$ cat config.mk
export PLATFORM = sky130hd
export DESIGN_NAME = logreg_theta_update
export DESIGN_NICKNAME = d
export VERILOG_FILES = /design/src/rtl/logreg_theta_update.sv
export SDC_FILE = /design/constraint.sdc
export NUM_CORES = 1
export LEC_CHECK = 0
export ABC_AREA = 0
export CELL_PAD_IN_SITES_DETAIL_PLACEMENT = 0
export CELL_PAD_IN_SITES_GLOBAL_PLACEMENT = 1
export CORE_ASPECT_RATIO = 0.7
export CORE_MARGIN = 8
export CORE_UTILIZATION = 40
export DETAILED_ROUTE_END_ITERATION = 8
export PLACE_DENSITY = 0.93
export SLEW_MARGIN = 30
export SYNTH_ARGS = -nofsm -noshare
export SYNTH_HDL_FRONTEND = slang
export SYNTH_SLANG_ARGS = --single-unit
$ cat constraint.sdc
create_clock -name clk -period 10.44 [get_ports clk]
set_input_delay 1.566 -clock clk [delete_from_list [all_inputs] [get_ports clk]]
set_output_delay 1.566 -clock clk [all_outputs]
set_load 0.05 [all_outputs]
$ cat src/rtl/logreg_theta_update.sv
// Serial gradient-descent step for an 8-element byte weight vector.
// One element is updated per clock; the learning rate is 2^-LR_SHIFT.
module logreg_theta_update #(
  parameter int LR_SHIFT = 8
) (
  input  logic        clk,
  input  logic        rst_n,
  input  logic [63:0] x,
  input  logic [7:0]  h,
  input  logic [7:0]  y,
  input  logic        start,
  output logic        ready,
  input  logic        teta_load,
  input  logic [63:0] teta_in,
  output logic [63:0] teta,
  output logic        busy,
  output logic        done
);

  typedef enum logic [1:0] {IDLE, UPDATE, DONE} state_t;

  state_t             state_reg, state_next;
  logic [2:0]         idx_reg;
  logic [63:0]        x_reg;
  logic signed [8:0]  err_reg;
  logic [63:0]        teta_vec;
  logic               load_en;
  logic               capture;

  logic [7:0]         x_j, teta_j, new_val;
  logic signed [17:0] prod, delta;
  logic signed [18:0] diff;

  always_ff @(posedge clk or negedge rst_n) begin
    if (!rst_n) begin
      state_reg <= IDLE;
    end else begin
      state_reg <= state_next;
    end
  end

  always_comb begin
    state_next = state_reg;
    load_en    = 1'b0;
    capture    = 1'b0;
    case (state_reg)
      IDLE: begin
        // A weight load has priority over a simultaneous start.
        if (teta_load) begin
          load_en = 1'b1;
        end else if (start) begin
          capture    = 1'b1;
          state_next = UPDATE;
        end
      end
      UPDATE: begin
        if (idx_reg == 3'd7) state_next = DONE;
      end
      DONE:    state_next = IDLE;
      default: state_next = IDLE;
    endcase
  end

  always_ff @(posedge clk or negedge rst_n) begin
    if (!rst_n) begin
      idx_reg <= 3'd0;
      x_reg   <= 64'h0;
      err_reg <= 9'sd0;
    end else if (capture) begin
      idx_reg <= 3'd0;
      x_reg   <= x;
      err_reg <= $signed({1'b0, h}) - $signed({1'b0, y});
    end else if (state_reg == UPDATE) begin
      idx_reg <= idx_reg + 3'd1;
    end
  end

  assign x_j    = x_reg[{idx_reg, 3'b000} +: 8];
  assign teta_j = teta_vec[{idx_reg, 3'b000} +: 8];

  // |err * x_j| <= 65025, so 18 signed bits hold the product without overflow.
  assign prod  = 18'(err_reg) * 18'($signed({1'b0, x_j}));
  assign delta = prod >>> LR_SHIFT;
  assign diff  = $signed({11'b0, teta_j}) - 19'(delta);

  always_comb begin
    new_val = diff[7:0];
    if (diff < 19'sd0)        new_val = 8'h00;
    else if (diff > 19'sd255) new_val = 8'hFF;
  end

  generate
    for (genvar gi = 0; gi < 8; gi++) begin : g_elem
      logic [7:0] elem_reg;
      always_ff @(posedge clk or negedge rst_n) begin
        if (!rst_n) begin
          elem_reg <= 8'h00;
        end else if (load_en) begin
          elem_reg <= teta_in[gi*8 +: 8];
        end else if (state_reg == UPDATE && idx_reg == 3'(gi)) begin
          elem_reg <= new_val;
        end
      end
      assign teta_vec[gi*8 +: 8] = elem_reg;
    end
  endgenerate

  assign teta  = teta_vec;
  assign ready = (state_reg == IDLE);
  assign busy  = (state_reg != IDLE);
  assign done  = (state_reg == DONE);

endmodule

==> impl_metrics.json <==
{
  "ys_seq_elements": 142,
  "avgSynthCellArea_sq_um": 9.63,
  "rr_worst_depth": 25,
  "place_hpwl_um": 24600,
  "drtPass1Iterations": 6,
  "cp_top_family": "adder cells",
  "grt.overflow.total": 0,
  "synth_edf_count": 0,
  "cts_buffer_depth": 2,
  "drive_gt1_share_pct": 7.32,
  "synthTopCellsByArea": "dfrtp_1, fa_1, nand2_1",
  "clock.fmax_mhz": 108,
  "worst_slew_pin_slew_ns": 0.998,
  "clkLatencyLatePin_ns": 0.43,
  "critPathKind": "flop to flop",
  "cts_max_level": 4,
  "finish.utilization_pct": 52.3,
  "cts-root-buf": "clkbuf_16",
  "wire_per_inst_um": 19.9,
  "postCtsResizedCells": 0,
  "timing.final.hold_violations": 0,
  "grt_pass1_vias": 8969,
  "mostFrequentLayoutCells": "nand2_1, clkdlybuf4s50_1, dfrtp_1",
  "r2r_slack_ns": 1.14,
  "drc_errors": 0,
  "antenna_found_initial": 0,
  "post-cts-setup-buffer-count": 0,
  "cts_tree": "done",
  "areaGrowthSynthToFinish_pct": 29.7,
  "cp_num_buf_inv": 2,
  "setup_violations": 0,
  "final_common_cell": "nand2_1",
  "io_pins": 215,
  "holdBufCountCts": 0,
  "num_rows": 49,
  "vias": 8775,
  "fp.dieH_um": 150,
  "maxSlewViolCount": 0,
  "synth_cell_types": 65,
  "critPathMaxFanout": 29,
  "final_cell_area_sq_um": 13300,
  "critPathMaxStageDelay_ns": 0.94,
  "cp_data_arrival_time_ns": 9.54,
  "start_kind": "flop",
  "synthCells": 1065,
  "synth-main-ff-cell": "dfrtp_1",
  "synthArstFlopShare_pct": 100,
  "slowest_stage": "dfrtp_1",
  "holdWs_ns": 0.475,
  "min_path_cells": 2,
  "vias_per_cell": 5.48,
  "totalWireLength_um": 31900,
  "critPathCaptureType": "flop",
  "drt_iter0_markers": 729,
  "synth.top_cell.area_share_pct": 34.6,
  "place_congestion": 0.914,
  "cts_sinks": 142,
  "die_area_sq_um": 31100,
  "finalCritPeriodShare_pct": 89.0,
  "core_area_sq_um": 25400,
  "grt_pass1_wl_um": 50200,
  "cts_buffers": 17,
  "worst_hold_path_type": "flop to flop",
  "ant_nets": 0,
  "io_buffers": 214,
  "final_nets": 1520,
  "timing.critical_path.mode_cell": "fa_1",
  "ys_seq_area_share_pct": 34.6,
  "outcome": "finished clean",
  "dpl_cell_area_sq_um": 12700,
  "cp.depth": 25,
  "grt_usage_pct": 20.3,
  "mappedNetlistArea_sq_um": 10300,
  "maxCapViolCount": 0,
  "relSlewSlack_pct": 33.0,
  "grt_max_degree": 86,
  "crit_required_ns": 10.69,
  "fin_setup_tns_ns": 0,
  "clkTransAtPathRegs_ns": 0.07,
  "start_util_pct": 40.3,
  "ys_warn_count": 0,
  "rsz0062_at_grt": "false",
  "skew_ns": 0.0128,
  "min_period_ns": 9.30,
  "synth_nets": 1328,
  "yosys.area.top_type": "dfrtp_1",
  "die_width_um": 207
}
-- area by class of cell --
cell class / count / area (sq um)
antenna: 1 / 2.50
clock buffer: 17 / 425
clock inverter: 15 / 191
fill: 2267 / 12100
inverter: 89 / 334
multi-input combinational: 786 / 6190
sequential: 142 / 3550
tap: 331 / 414
timing repair buffer: 221 / 2200
-- worst reg2reg max path: cells and delay by family, from the launching register on --
family	cells	cell delay [ns]
adders and majority gates	6	2.49
and+or+nand+nor	8	2.47
AOI/OAI and AO/OA	6	1.44
DFF	1	0.94
muxes	2	0.90
buffers and inverters	2	0.73
xor gates and xnor gates	1	0.15
-- cells by family (layout without fill, tap and decap cells) --
group	Yosys count	after routing	share of synthesized area (%)
fa+ha+maj	115	115	18.5
flops	142	142	34.6
other cells	0	1	0
compound gates	203	203	14.0
simple gates	408	408	18.0
xor+xnor	18	18	1.82
buf+inv	137	342	5.27
mux	42	42	7.83
-- routing by layer --
metal / track usage (%) / up-vias / share of wire, %
met5: 0 / - / 0
met2: 31.5 / 350 / 45
met3: 5.11 / 50 / 7.7
met4: 5.52 / 0 / 2.0
met1: 28.1 / 4368 / 45
li1: - / 4007 / -
-- path summary, 6_finish.rpt --
path | start | endpoint
worst min-delay path | x_reg[7] | x_reg[7]
worst max-delay path | idx_reg[2] | g_elem[5].elem_reg[2]
worst min register to register | x_reg[7] | x_reg[7]
min in group asynchronous | rst_n | x_reg[15]
worst max register to register | idx_reg[2] | g_elem[5].elem_reg[2]
max in group asynchronous | rst_n | g_elem[5].elem_reg[5]
-- per-stage QoR --
step / worst slack [ns] / std cells
6_report: 1.14 / 1602
5_1_grt: 0.404 / 1601
4_1_cts: 1.29 / 1601
3_5_place_dp: 1.36 / 1569
3_3_place_gp: 1.89 / 1569
2_1_floorplan: 2.75 / 1065
-- synthesized netlist by cell type (6+ instances only) --
library cell	number
nand2_1	275
dfrtp_1	142
inv_1	88
fa_1	61
ha_1	54
o21ai_0	54
a21o_1	34
a22oi_1	33
clkbuf_1	32
mux4_2	30
nor2b_1	30
a22o_1	28
nor2_1	23
and2_1	17
a21oi_1	16
nand3_1	12
buf_1	10
nand2b_1	10
xnor2_1	10
mux2i_1	9
and3_1	6
nand4_1	6
xor2_1	6
Power is left out: the tool's default activity adds up to more than one toggle a clock period on the data nets, which glitch-free logic cannot reach.
